**config.mk**
```make
export PLATFORM = sky130hd
export DESIGN_NAME = duty_ctrl
export DESIGN_NICKNAME = d
export VERILOG_FILES = /design/src/rtl/duty_ctrl_pkg.sv /design/src/rtl/btn_debounce.sv /design/src/rtl/duty_ctrl.sv
export SDC_FILE = /design/constraint.sdc
export NUM_CORES = 1
export LEC_CHECK = 0
export BUFFER_PORTS_ARGS = -buffer_cell sky130_fd_sc_hd__buf_2
export CAP_MARGIN = 20
export CORE_MARGIN = 5
export CORE_UTILIZATION = 40
export CTS_CLUSTER_DIAMETER = 60
export DETAILED_ROUTE_END_ITERATION = 10
export GPL_TIMING_DRIVEN = 0
export HOLD_SLACK_MARGIN = 0.02
export PLACE_DENSITY_LB_ADDON = 0.2
export SLEW_MARGIN = 0
export SYNTH_ARGS = -nofsm -noshare
export SYNTH_HDL_FRONTEND = slang
export SYNTH_SLANG_ARGS = --single-unit
```
**constraint.sdc**
```tcl
create_clock -name clk -period 2.85 [get_ports clk]
set_clock_uncertainty 0.2 [all_clocks]
set_input_delay 0.4275 -clock clk [delete_from_list [all_inputs] [get_ports clk]]
set_output_delay 0.4275 -clock clk [all_outputs]
set_load 0.005 [all_outputs]
```
**src/rtl/duty_ctrl_pkg.sv**
```systemverilog
// Shared types and defaults for the duty_ctrl push-button duty-cycle controller.
package duty_ctrl_pkg;

  localparam int DUTY_W            = 4;
  localparam int DUTY_INIT_DEFAULT = 5;
  localparam int DUTY_MAX_DEFAULT  = 10;

  typedef enum logic [1:0] {
    IDLE     = 2'd0,
    HOLD_INC = 2'd1,
    HOLD_DEC = 2'd2
  } hold_state_e;

endpackage

```
**src/rtl/btn_debounce.sv**
```systemverilog
// Push-button conditioner: 2-FF synchronizer, tick-sampled agreement counter,
// stable level and press strobe. held_o exists only with DUTY_CTRL_AUTO_REPEAT_EN.
module btn_debounce
  import duty_ctrl_pkg::*;
#(
  parameter int DEBOUNCE_CNT = 3
) (
  input  logic clk_i,
  input  logic rst_ni,
  input  logic btn_i,
  input  logic tick_i,
  output logic stable_o,
  output logic press_o
`ifdef DUTY_CTRL_AUTO_REPEAT_EN
  ,
  output logic held_o
`endif
);

  localparam int CW = (DEBOUNCE_CNT > 1) ? $clog2(DEBOUNCE_CNT) : 1;

  logic          sync1_q, sync2_q;
  logic          stable_q, stable_d;
  logic [CW-1:0] cnt_q, cnt_d;

  always_comb begin
    cnt_d    = cnt_q;
    stable_d = stable_q;
    press_o  = 1'b0;
    if (tick_i) begin
      if (sync2_q == stable_q) begin
        cnt_d = '0;
      end else if (cnt_q == CW'(DEBOUNCE_CNT - 1)) begin
        // Level accepted; only a rising acceptance produces a press.
        stable_d = sync2_q;
        cnt_d    = '0;
        press_o  = sync2_q;
      end else begin
        cnt_d = cnt_q + CW'(1);
      end
    end
  end

  always_ff @(posedge clk_i or negedge rst_ni) begin
    if (!rst_ni) begin
      sync1_q  <= 1'b0;
      sync2_q  <= 1'b0;
      stable_q <= 1'b0;
      cnt_q    <= '0;
    end else begin
      sync1_q  <= btn_i;
      sync2_q  <= sync1_q;
      stable_q <= stable_d;
      cnt_q    <= cnt_d;
    end
  end

  assign stable_o = stable_q;

`ifdef DUTY_CTRL_AUTO_REPEAT_EN
  // Still held means the synchronized input has not yet started a release.
  assign held_o = stable_q & sync2_q;
`endif

endmodule

```
**src/rtl/duty_ctrl.sv**
```systemverilog
// Duty-cycle step controller driven by two debounced push-buttons.
// Optional auto-repeat while a button is held: define DUTY_CTRL_AUTO_REPEAT_EN.
module duty_ctrl
  import duty_ctrl_pkg::*;
#(
  parameter int CLK_DIV      = 25000000,
  parameter int DEBOUNCE_CNT = 3,
  parameter int DUTY_INIT    = DUTY_INIT_DEFAULT,
  parameter int DUTY_MAX     = DUTY_MAX_DEFAULT,
  parameter int REPEAT_DELAY = 4,
  parameter int REPEAT_RATE  = 1
) (
  input  logic              clk,
  input  logic              rst_n,
  input  logic              increase_duty,
  input  logic              decrease_duty,
  output logic [DUTY_W-1:0] duty_cycle,
  output logic              duty_update,
  output logic              at_max,
  output logic              at_min
);

  localparam int                DIV_W = $clog2(CLK_DIV);
  localparam logic [DUTY_W-1:0] DMAX  = DUTY_W'(DUTY_MAX);
  localparam logic [DUTY_W-1:0] DINIT = DUTY_W'(DUTY_INIT);

  logic [DIV_W-1:0]  div_q, div_d;
  logic              tick;
  logic              inc_stable, dec_stable, inc_ev, dec_ev;
  logic              inc_step, dec_step;
  hold_state_e       state_q, state_d;
  logic [DUTY_W-1:0] duty_q, duty_d;
  logic              upd_q, upd_d;
  logic              at_max_q, at_max_d, at_min_q, at_min_d;

  always_comb begin
    tick  = (div_q == DIV_W'(CLK_DIV - 1));
    div_d = tick ? '0 : div_q + DIV_W'(1);
  end

`ifdef DUTY_CTRL_AUTO_REPEAT_EN
  localparam int RPT_MAX = (REPEAT_DELAY > REPEAT_RATE) ? REPEAT_DELAY : REPEAT_RATE;
  localparam int RPT_W   = $clog2(RPT_MAX + 1);

  logic             inc_held, dec_held, rep_held, rep_ev;
  logic [RPT_W-1:0] rep_cnt_q, rep_cnt_d, rep_lim;
  logic             rep_phase_q, rep_phase_d;

  btn_debounce #(.DEBOUNCE_CNT(DEBOUNCE_CNT)) u_inc_db (
    .clk_i(clk), .rst_ni(rst_n), .btn_i(increase_duty), .tick_i(tick),
    .stable_o(inc_stable), .press_o(inc_ev), .held_o(inc_held)
  );

  btn_debounce #(.DEBOUNCE_CNT(DEBOUNCE_CNT)) u_dec_db (
    .clk_i(clk), .rst_ni(rst_n), .btn_i(decrease_duty), .tick_i(tick),
    .stable_o(dec_stable), .press_o(dec_ev), .held_o(dec_held)
  );

  // First repeat after REPEAT_DELAY held ticks, then every REPEAT_RATE ticks.
  always_comb begin
    rep_cnt_d   = rep_cnt_q;
    rep_phase_d = rep_phase_q;
    rep_ev      = 1'b0;
    rep_lim     = rep_phase_q ? RPT_W'(REPEAT_RATE - 1) : RPT_W'(REPEAT_DELAY - 1);
    case (state_q)
      HOLD_INC: rep_held = inc_held;
      HOLD_DEC: rep_held = dec_held;
      default:  rep_held = 1'b0;
    endcase
    if (state_q == IDLE) begin
      rep_cnt_d   = '0;
      rep_phase_d = 1'b0;
    end else if (tick && rep_held) begin
      if (rep_cnt_q == rep_lim) begin
        rep_ev      = 1'b1;
        rep_cnt_d   = '0;
        rep_phase_d = 1'b1;
      end else begin
        rep_cnt_d = rep_cnt_q + RPT_W'(1);
      end
    end
  end

  always_ff @(posedge clk or negedge rst_n) begin
    if (!rst_n) begin
      rep_cnt_q   <= '0;
      rep_phase_q <= 1'b0;
    end else begin
      rep_cnt_q   <= rep_cnt_d;
      rep_phase_q <= rep_phase_d;
    end
  end
`else
  btn_debounce #(.DEBOUNCE_CNT(DEBOUNCE_CNT)) u_inc_db (
    .clk_i(clk), .rst_ni(rst_n), .btn_i(increase_duty), .tick_i(tick),
    .stable_o(inc_stable), .press_o(inc_ev)
  );

  btn_debounce #(.DEBOUNCE_CNT(DEBOUNCE_CNT)) u_dec_db (
    .clk_i(clk), .rst_ni(rst_n), .btn_i(decrease_duty), .tick_i(tick),
    .stable_o(dec_stable), .press_o(dec_ev)
  );
`endif

  // Simultaneous presses cancel; a hold locks out the opposite button.
  always_comb begin
    state_d  = state_q;
    inc_step = 1'b0;
    dec_step = 1'b0;
    case (state_q)
      IDLE: begin
        if (inc_ev && !dec_ev) begin
          inc_step = 1'b1;
          if (!dec_stable) state_d = HOLD_INC;
        end else if (dec_ev && !inc_ev) begin
          dec_step = 1'b1;
          if (!inc_stable) state_d = HOLD_DEC;
        end
      end
      HOLD_INC: begin
        if (!inc_stable) state_d = IDLE;
`ifdef DUTY_CTRL_AUTO_REPEAT_EN
        else inc_step = rep_ev;
`endif
      end
      HOLD_DEC: begin
        if (!dec_stable) state_d = IDLE;
`ifdef DUTY_CTRL_AUTO_REPEAT_EN
        else dec_step = rep_ev;
`endif
      end
      default: state_d = IDLE;
    endcase
  end

  always_comb begin
    duty_d = duty_q;
    upd_d  = 1'b0;
    if (inc_step && (duty_q < DMAX)) begin
      duty_d = duty_q + DUTY_W'(1);
      upd_d  = 1'b1;
    end else if (dec_step && (duty_q != '0)) begin
      duty_d = duty_q - DUTY_W'(1);
      upd_d  = 1'b1;
    end
    at_max_d = (duty_d == DMAX);
    at_min_d = (duty_d == '0);
  end

  always_ff @(posedge clk or negedge rst_n) begin
    if (!rst_n) begin
      div_q    <= '0;
      state_q  <= IDLE;
      duty_q   <= DINIT;
      upd_q    <= 1'b0;
      at_max_q <= (DINIT == DMAX);
      at_min_q <= (DINIT == '0);
    end else begin
      div_q    <= div_d;
      state_q  <= state_d;
      duty_q   <= duty_d;
      upd_q    <= upd_d;
      at_max_q <= at_max_d;
      at_min_q <= at_min_d;
    end
  end

  assign duty_cycle  = duty_q;
  assign duty_update = upd_q;
  assign at_max      = at_max_q;
  assign at_min      = at_min_q;

endmodule
```
==> impl_metrics.csv <==
group,metric,value,unit
status,status,"complete, no violations",
sta,fin_crit,2.446,ns
drt,wirelength_met1,2208,µm
placed_design,hpwl,2845,µm
floorplan,start_util,41.11,%
worst_setup_path,critPathRequiredTime,2.86,ns
placed_design,dpl_cell_area,0.002390,mm²
run,max-cap-violations,0,
finish,fin_area,0.002545,mm²
drt,drt_iter0_markers,45,
clock_tree,cts-root-buf,"clkbuf_8",
sta,fmax,0.4089,GHz
clock_tree,cts_hold_buffers,1,
placed_design,io_buffers,10,
logic_synthesis,synth-edff-count,0,
pwr,powerDensity,445.9,mW/mm²
logic_synthesis,synth_seq_cells,44,
floorplan,die_x,85.00,µm
drt,wl_per_cell,13.79,µm
worst_hold_path,hp-class,"input port to flop",
clock_tree,clk_path_buf_depth,2,
logic_synthesis,async_flop_share,100.0,%
finish,drive_gt1_share,19.65,%
drt,finalWirelength,4152,µm
logic_synthesis,synth-main-ff-cell,"dfrtp_1",
clock_tree,numClockSinks,44,
drt,dr.pass1.iters,4,
logic_synthesis,postSynthCellCount,208,
clock_tree,htree_levels,2,
sta,setup_viol,0,
floorplan,num_io_pins,11,
placed_design,place_congestion,0.7513,
grt,grt_max_degree,45,
grt,grt-ovfl-total,0,
sta,drv_slew,0,
drt,wl_met2,1786,µm
worst_setup_path,worstSetupPathType,"flop to flop",
grt,antenna_found_initial,0,
drt,dr_total_vias,1542,
logic_synthesis,seq_area_frac_synth,49.05,%
worst_setup_path,cp-start-kind,"flop",
worst_setup_path,cp.arrival,2.45,ns
clock_tree,tritoncts,"yes",
grt,track_usage,12.46,%
logic_synthesis,avgSynthCellArea,10.82,µm²
pwr,ir_drop,0.2258,mV
clock_tree,clock_latency,0.30,ns
drt,highest_layer,"met4",
drt,ant_nets,0,
floorplan,std_cell_rows,27,
drt,route.met3.wl,100,µm
logic_synthesis,synth_cell_type_count,51,
sta,worst_pin_slew,0.7710,ns
pwr,power.leakage,1.096,nW
sta,finalCritPeriodShare,85.82,%
drt,drc,0,
logic_synthesis,synth_nets,215,
clock_tree,path_clk_slew,0.09,ns
clock_tree,cts_setup_buffers,0,
sta,grt_setup_unrepaired,"no",
finish,final_cell_mix,"42 x dfrtp_1, 19 x nor2_1, 15 x nand3_1, 14 x xor2_1, 13 x nand2_1",
worst_setup_path,cp-end-kind,"flop",
drt,viasPerCell,5.123,
logic_synthesis,synth_warnings,0,
grt,grt_pass1_vias,1557,
sta,hold_viol,0,
floorplan,die_y,85.00,µm
finish,area_growth,13.13,%
clock_tree,postCtsResizedCells,0,
logic_synthesis,syn_area,0.002250,mm²
sta,setup_tns,0,ns
finish,final_nets,235,
clock_tree,cts_buffers,5,
floorplan,core_area,0.005473,mm²
sta,slew_headroom,48.17,%
finish,insertedDiodeCount,0,
finish,final_common_cell,"dfrtp_1",
worst_setup_path,cp_max_fo,8,
grt,grt_pass1_wl,7320,µm
floorplan,dieArea,0.007224,mm²
-- kinds of logic after synthesis --
logic type / Yosys count / share of synthesized area, %
and+or+nand+nor: 101 / 28.64
AOI/OAI and AO/OA: 19 / 6.618
DFF: 44 / 49.05
adders and majority gates: 3 / 1.669
buffers and inverters: 13 / 2.892
xor gates and xnor gates: 26 / 10.12
muxes: 2 / 1.001
-- cell usage after synthesis (all sizes together) (3+ instances only) --
| master | count | area [µm²] |
|---|---|---|
| and2 | 3 | 20.02 |
| nand4 | 8 | 56.30 |
| nor4 | 8 | 62.56 |
| nand3 | 17 | 95.09 |
| o31ai | 3 | 22.52 |
| or4 | 3 | 22.52 |
| buf | 3 | 27.52 |
| inv | 8 | 30.03 |
| a211oi | 3 | 32.53 |
| and3 | 6 | 38.79 |
| xnor2 | 12 | 105.1 |
| or2 | 3 | 18.77 |
| xor2 | 14 | 122.6 |
| nor3 | 4 | 20.02 |
| ha | 3 | 37.54 |
| nand2 | 13 | 48.80 |
| or3 | 3 | 23.77 |
| nor2 | 20 | 82.58 |
| o21ai | 5 | 32.53 |
| and4 | 3 | 28.78 |
| dfrtp | 42 | 1051 |
-- critical path, stage by stage, from the launching register on --
cell and delay (ns):
dfstp_2 0.61, inv_1 0.11, ha_1 0.25, or3b_1 0.20
nand3_2 0.12, or4_1 0.49, o211a_1 0.14, a211oi_1 0.23
-- power breakdown --
part | switching, mW | internal [mW] | leakage [nW]
Combinational | 0.0131 | 0.00693 | 0.462
Clock | 0.222 | 0.264 | 0.0548
Sequential | 0.00208 | 0.627 | 0.579
Total | 0.237 | 0.898 | 1.10
-- path summary, 6_finish.rpt --
path | startpoint | to | slack (ns) | cells past startpoint
max | duty_cycle[0] | at_max | 0.40 | 7
min | decrease_duty | u_dec_db.sync1_q | 0.04 | 1
max reg2reg | duty_cycle[0] | at_max | 0.40 | 7
min reg2reg | u_inc_db.sync1_q | u_inc_db.sync2_q | 0.16 | 0
max in group asynchronous | rst_n | div_q[24] | 1.61 | 3
min in group asynchronous | rst_n | state_q[0] | 0.36 | 2
-- registers in the layout, indices dropped and copies added (netlist names) --
register,cells
at_max,1
at_min,1
div_q,25
duty_cycle,4
duty_update,1
state_q,2
u_dec_db.cnt_q,2
u_dec_db.stable_o,1
u_dec_db.sync1_q,1
u_dec_db.sync2_q,1
u_inc_db.cnt_q,2
u_inc_db.stable_o,1
u_inc_db.sync1_q,1
u_inc_db.sync2_q,1
-- metrics by stage --
stage          setup WS, ns  cells  power (mW)  util (%)  hold WS (ns)
2_1_floorplan        0.6098    208      0.6420         -      -0.06809
3_3_place_gp         0.4237    290      0.6572     43.67        0.1339
3_5_place_dp         0.4394    290      0.6574     43.67        0.1379
4_1_cts              0.4080    299       1.153     45.95       0.03054
5_1_grt              0.2835    301       1.177     46.50       0.03448
6_report             0.4043    301       1.135     46.50       0.04089
-- routing by layer --
layer / vias up / track usage (%)
li1: 781 / -
met1: 737 / 17.27
met2: 18 / 18.71
met3: 6 / 2.718
met4: 0 / 5.324
met5: - / 0
-- area by class of cell --
type / instances / area, µm²
Inverter: 8 / 30.03
Buffer: 5 / 35.03
Clock buffer: 5 / 68.82
Clock inverter: 3 / 46.29
Fill cell: 520 / 2928
Sequential cell: 44 / 1104
Tap cell: 72 / 90.09
Timing Repair Buffer: 13 / 90.09
Multi-Input combinational cell: 151 / 1081
No activity file was read; power rests on OpenSTA's default activity.
